File: config.mk
export PLATFORM = sky130hd
export DESIGN_NAME = ram_arbiter
export DESIGN_NICKNAME = d
export VERILOG_FILES = /design/src/rtl/ram_arbiter.sv
export SDC_FILE = /design/constraint.sdc
export NUM_CORES = 1
export LEC_CHECK = 0
export ABC_AREA = 1
export CAP_MARGIN = 15
export CORE_AREA = 5 5 42 44
export DETAILED_ROUTE_END_ITERATION = 8
export DIE_AREA = 0 0 47 49
export DONT_BUFFER_PORTS = 1
export PLACE_DENSITY = 0.57
export SYNTH_ARGS = -nofsm -noshare
export SYNTH_HDL_FRONTEND = slang
export SYNTH_SLANG_ARGS = --single-unit
File: constraint.sdc
create_clock -name i_clk -period 1.2 [get_ports i_clk]
set_clock_uncertainty 0.15 [all_clocks]
set_input_delay 0.18 -clock i_clk [delete_from_list [all_inputs] [get_ports i_clk]]
set_output_delay 0.18 -clock i_clk [all_outputs]
set_load 0.03 [all_outputs]
File: src/rtl/ram_arbiter.sv
// Two-port RAM arbiter: CPU (port 0) and host loader (port 1) share one
// synchronous RAM with zero-cycle round-robin arbitration and a port-1 bus lock.
module ram_arbiter #(
  parameter int ADDR_W = 8,
  parameter int DATA_W = 8
) (
  input  logic              i_clk,
  input  logic              i_reset,
  input  logic              i_req0,
  input  logic              i_req1,
  input  logic              i_we0,
  input  logic              i_we1,
  input  logic [ADDR_W-1:0] i_addr0,
  input  logic [ADDR_W-1:0] i_addr1,
  input  logic [DATA_W-1:0] i_wdata0,
  input  logic [DATA_W-1:0] i_wdata1,
  input  logic              i_lock1,
  output logic              o_gnt0,
  output logic              o_gnt1,
  output logic              o_rvalid0,
  output logic              o_rvalid1,
  output logic [DATA_W-1:0] o_rdata,
  output logic [ADDR_W-1:0] o_ram_addr,
  output logic [DATA_W-1:0] o_ram_data,
  output logic              o_ram_wren,
  input  logic [DATA_W-1:0] i_ram_q,
  output logic [1:0]        o_owner
);

  typedef enum logic {ARB, LOCK1} state_t;

  state_t state, state_next;
  logic   favour1;

  // Grants are combinational so a lone requester is served in the cycle it asks.
  always_comb begin
    o_gnt0     = 1'b0;
    o_gnt1     = 1'b0;
    state_next = state;
    if (!i_reset) begin
      if (state == LOCK1) begin
        o_gnt1 = i_req1;
        if (!i_lock1) state_next = ARB;
      end else begin
        if (i_req0 && i_req1) begin
          o_gnt1 = favour1;
          o_gnt0 = !favour1;
        end else begin
          o_gnt0 = i_req0;
          o_gnt1 = i_req1;
        end
        if (o_gnt1 && i_lock1) state_next = LOCK1;
      end
    end
  end

  assign o_ram_addr = o_gnt1 ? i_addr1 : i_addr0;
  assign o_ram_data = o_gnt1 ? i_wdata1 : i_wdata0;
  assign o_ram_wren = (o_gnt0 & i_we0) | (o_gnt1 & i_we1);
  assign o_rdata    = i_ram_q;

  // The RAM answers one cycle after the grant, so rvalid is the registered read grant.
  always_ff @(posedge i_clk) begin
    if (i_reset) begin
      state     <= ARB;
      favour1   <= 1'b0;
      o_rvalid0 <= 1'b0;
      o_rvalid1 <= 1'b0;
      o_owner   <= 2'b00;
    end else begin
      state     <= state_next;
      if (o_gnt0 || o_gnt1) favour1 <= o_gnt0;
      o_rvalid0 <= o_gnt0 & ~i_we0;
      o_rvalid1 <= o_gnt1 & ~i_we1;
      o_owner   <= {o_gnt1, o_gnt0};
    end
  end

endmodule

# Yosys cells after proc, flatten, opt, wreduce, memory -nomap -nowiden
# Cells that the tools add are included.
# totals
output_inout_bits	31
in_bits	47
reg_bits	6
wordCells	29
# op_classes
reduce_logical	4
bitwise_logic	7
mux	13
# ops
cell	n
2-to-1 mux 8 bit	2
2-to-1 mux 1 bit	11
bitwise AND 1 bit	4
logical AND 1 bit	2
NOT 1 bit	2
zero test 1 bit	1
logical OR 1 bit	1
bitwise OR 1 bit	1

# Depth between registers and ports, before layout
# depth
ltp_word	8
mapped_depth	7
mapped_depth_nobuf	6

# Worst setup path after synthesis
# Ideal clock, no wire load.
# synth_path
path_kind	register -> output
startpoint	register state
endpoint	output port o_ram_data[2]
slack_ns	-0.159
n_path_buf	1
required_time_ns	0.870
arrival_ns	1.029
path_stages_with_launch	7
path_cell_list	dfxtp_1 nor2_4 nand2_4 nand2_8 buf_12 nand2_1 nand2_1
# synth_between
elab_chain_len	3
# synth_lines
item	line	rtl
from (decl)	32	state_t state, state_next;
from (signal assigned)	71	state <= state_next;
2-to-1 mux 1 bit	41	if (state == LOCK1) begin
2-to-1 mux 1 bit	40	if (!i_reset) begin
2-to-1 mux 8 bit	58	assign o_ram_data = o_gnt1 ? i_wdata1 : i_wdata0;
to (decl)	24	output logic [DATA_W-1:0] o_ram_data,
# Every way passes these cells.

# Final worst setup path
# layout_path
startpoint	register state
endpoint	output port o_ram_data[5]
# Same word-level chain as after synthesis.

==> flow_metrics.env <==
export IMPL_postSynth_asyncResetShare=0
export IMPL_cellLeakagePower_nw=0.426
export IMPL_clock_network_power_share=0.215
export IMPL_timing_hold_worst_start="i_reset"
export IMPL_gr_total_overflow=0
export IMPL_synth_enable_flop_cells=0
export IMPL_worst_slew_pin_slew_ns=0.292
export IMPL_floorplan_die_area_mm2=0.00230
export IMPL_grt_setup_unrepaired="yes"
export IMPL_number_of_antenna_violations_at_the_first_check_in_global_routing=0
export IMPL_final_min_period_over_clock_period=1.27
export IMPL_achievable_frequency_mhz=654
export IMPL_placement_io_buffers=0
export IMPL_m1WireLength_um=567
export IMPL_detail_route_vias_per_cell=5.29
export IMPL_post_route_min_period_ns=1.53
export IMPL_die_height_um=49
export IMPL_placeable_core_area_mm2=0.00140
export IMPL_syn_num_nets=136
export IMPL_synth_most_common_cell="nand2_1"
export IMPL_cp_required_ns=0.87
export IMPL_crit_reg_reg_endpoint="o_rvalid0"
export IMPL_warning_count_from_the_yosys_run=0
export IMPL_synth_common_cells="nand2_1 (33), nand3_1 (18), buf_4 (10)"
export IMPL_tritoncts="built"
export IMPL_yosys_area_top_type_share=0.215
export IMPL_complex_gate_fraction_of_the_synthesized_area=0.0217
export IMPL_detail_route_iter0_violations=7
export IMPL_avg_cell_area_syn_um2=6.47
export IMPL_yosysTopAreaCell="nand2_1"
export IMPL_share_comb_of_total_power=0.501
export IMPL_status="finished with violations"
export IMPL_detailroute_via_count=593
export IMPL_clock_tree_htree_level_count=1
export IMPL_timing_setup_critical_path_class="flip-flop to output pin"
export IMPL_areaGrowthSynthToFinish_pct=70.9
export IMPL_yosys_top_cells_area="nand2_1 (22%), dfxtp_1 (21%), nand3_1 (16%)"
export IMPL_synth_mux_area_frac=0
export IMPL_post_dp_hpwl_um=1300
export IMPL_route_detailed_drc=0
export IMPL_postCtsHoldBufs=4
export IMPL_power_switching_fraction=0.440
export IMPL_crit_arrival_ns=1.20
export IMPL_place_inst=103
export IMPL_power_sequential_fraction=0.284
export IMPL_end_kind="output pin"
export IMPL_fin_hold_ws_ns=-0.0322
export IMPL_netlist_area_um2=576
export IMPL_clk_pin_slew_ns=0.05
export IMPL_regToRegSetupSlack_ns=0.04
export IMPL_std_cell_rows=14
export IMPL_regToRegStartpoint="state"
export IMPL_post_layout_total_power_mw=0.836
export IMPL_holdPathEnd="favour1"
export IMPL_insertion_delay_ns=0.24
export IMPL_ys_dominant_reg_cell="dfxtp_1"
export IMPL_post_drt_wl_per_cell_um=15.7
export IMPL_grt_first_pass_wirelength_um=2840
export IMPL_post_synth_inst_count=89
export IMPL_synth_seq_cells=6
export IMPL_cellPowerDensity_mw_per_mm2=850
export IMPL_power_switching_mw=0.368
export IMPL_detail_route_antenna_nets=0
export IMPL_ctsRootBufferMaster="clkbuf_4"
export IMPL_timing_final_max_slew_violations=0
export IMPL_die_w_um=47
export IMPL_drt_pre_antenna_iters=4
export IMPL_setup_viol_count_final=19
export IMPL_floorplan_io_pins=78
export IMPL_routed_wl_met3_um=252
export IMPL_failed_checks="negative hold slack, negative setup slack"
export IMPL_stdcell_count=112
export IMPL_maxCapViolCount=0
export IMPL_filler_cell_count=113
export IMPL_p_int_mw=0.468
export IMPL_hold_path_class="input port to flip-flop"
export IMPL_synth_simple_gate_area_share=0.552
export IMPL_design_final_nets=145
export IMPL_crit_path_max_fanout=6
export IMPL_worst_slack_ns=-0.328
export IMPL_max_clock_path_buffers=2
export IMPL_synth_lib_cells_used_distinct=15
export IMPL_total_negative_setup_slacks_ns=-5.88
export IMPL_topRoutingLayerUsed="met4"
export IMPL_crit_path_start_kind="flip-flop"
export IMPL_synth_sequential_area_ratio=0.209
export IMPL_final_util=0.702
export IMPL_post_synth_xor_area_fraction=0
export IMPL_track_usage=0.155
export IMPL_clkSinkCount=6
export IMPL_globalplace_congestion=0.663
export IMPL_route_final_wire_length_um=1750
export IMPL_rr_worst_depth=5
export IMPL_final_hold_violation_count=2
export IMPL_grt_pass1_vias=676
export IMPL_grt_start_max_net_pins=10
export IMPL_timing_slew_headroom=0.805
export IMPL_num_antenna_cells=0
export IMPL_synth_fa_ha_area_frac=0
export IMPL_floorplan_initialDensity=0.411
export IMPL_cts_inserted_buffers=3
export IMPL_max_vdd_ir_drop_mv=0.384
export IMPL_drive_above_1_share=0.688
export IMPL_combinational_family_with_the_most_area_after_synthesis="simple AND/OR/NAND/NOR gates"
export IMPL_whs_path_depth=3
export IMPL_met2_length_um=926
[sequential cells by signal, summed over array words and instances, names as in the netlist]
register and count:
o_owner 2, favour1 1, o_rvalid0 1, o_rvalid1 1, state 1
[per-layer routing]
metal	up-vias	track usage
met5	-	0
met4	0	0.0415
met3	2	0.0443
met2	43	0.256
met1	261	0.190
li1	287	-
[power by group through the flow]
stage / registers, mW / logic, mW / clock network (mW)
5_1_grt: 0.239 / 0.449 / 0.203
2_1_floorplan: 0.239 / 0.330 / 0
3_3_place_gp: 0.240 / 0.322 / 0
4_1_cts: 0.238 / 0.388 / 0.184
6_report: 0.238 / 0.419 / 0.180
3_5_place_dp: 0.240 / 0.326 / 0
[worst max path at each step]
stage / start / endpoint / slack (ns) / cells past startpoint
final: state / o_ram_data[5] / -0.33 / 5
after global routing: state / o_ram_addr[2] / -0.38 / 5
after CTS: state / o_ram_data[0] / -0.33 / 5
after detailed placement: state / o_ram_addr[5] / -0.09 / 5
after global placement: state / o_ram_addr[6] / -0.08 / 5
after floorplan: state / o_ram_data[2] / -0.07 / 6
[worst max-delay path: stages (launching register included)]
cell	delay, ns
dfxtp_2	0.33
nor2_4	0.17
nand2_8	0.12
buf_4	0.17
nand3_2	0.08
nand2_4	0.09
[timing repair]
| action | in CTS | in global routing |
|---|---|---|
| endpoints found under the setup margin | 19 | 21 |
| buffers inserted | 1 | 0 |
| hold endpoints to repair | 4 | 1 |
| pin swaps | 4 | 12 |
| resized for setup | 25 | 16 |
| cloned | 1 | 0 |
[cell families after synthesis]
kind of cell / after synthesis
simple gates: 62
compound gates: 2
flops: 6
buf+inv: 19
[through the flow]
step,hold slack [ns],setup slack [ns],area [µm²]
floorplan,0.102,-0.0680,668
CTS,-0.0394,-0.325,892
global placement,0.102,-0.0795,686
global route,-0.00913,-0.379,983
finish,-0.0322,-0.328,983
detailed placement,0.104,-0.0900,686
[area by class of cell]
type | count | area [µm²] | area share
Clock buffer | 3 | 22.5 | 0.0229
Inverter | 8 | 33.8 | 0.0344
Timing Repair Buffer | 14 | 148 | 0.150
Multi-Input combinational cell | 65 | 637 | 0.648
Sequential cell | 6 | 123 | 0.125
Tap cell | 16 | 20.0 | 0.0204
[cells in the final DEF, fill, tap and decap left out]
cell type      Yosys  final
nand2_4            1     17
clkinvlp_4         0      1
nand3_2            0     10
nand3_1           18      1
nand2_1           33     11
dlygate4sd3_1      0      4
buf_12             1      2
nor2_1             3      3
buf_8              0      1
dfxtp_1            6      4
inv_1              7      5
nor2_4             2      2
a21oi_1            1      1
nand2_2            3      8
inv_2              1      2
dfxtp_2            0      2
nand3_4            0      7
clkbuf_4           0      3
o211ai_1           1      1
nand2_8            1      3
buf_4             10      7
nor2_8             1      1
Note: power is estimated with default switching activity, not from simulation.
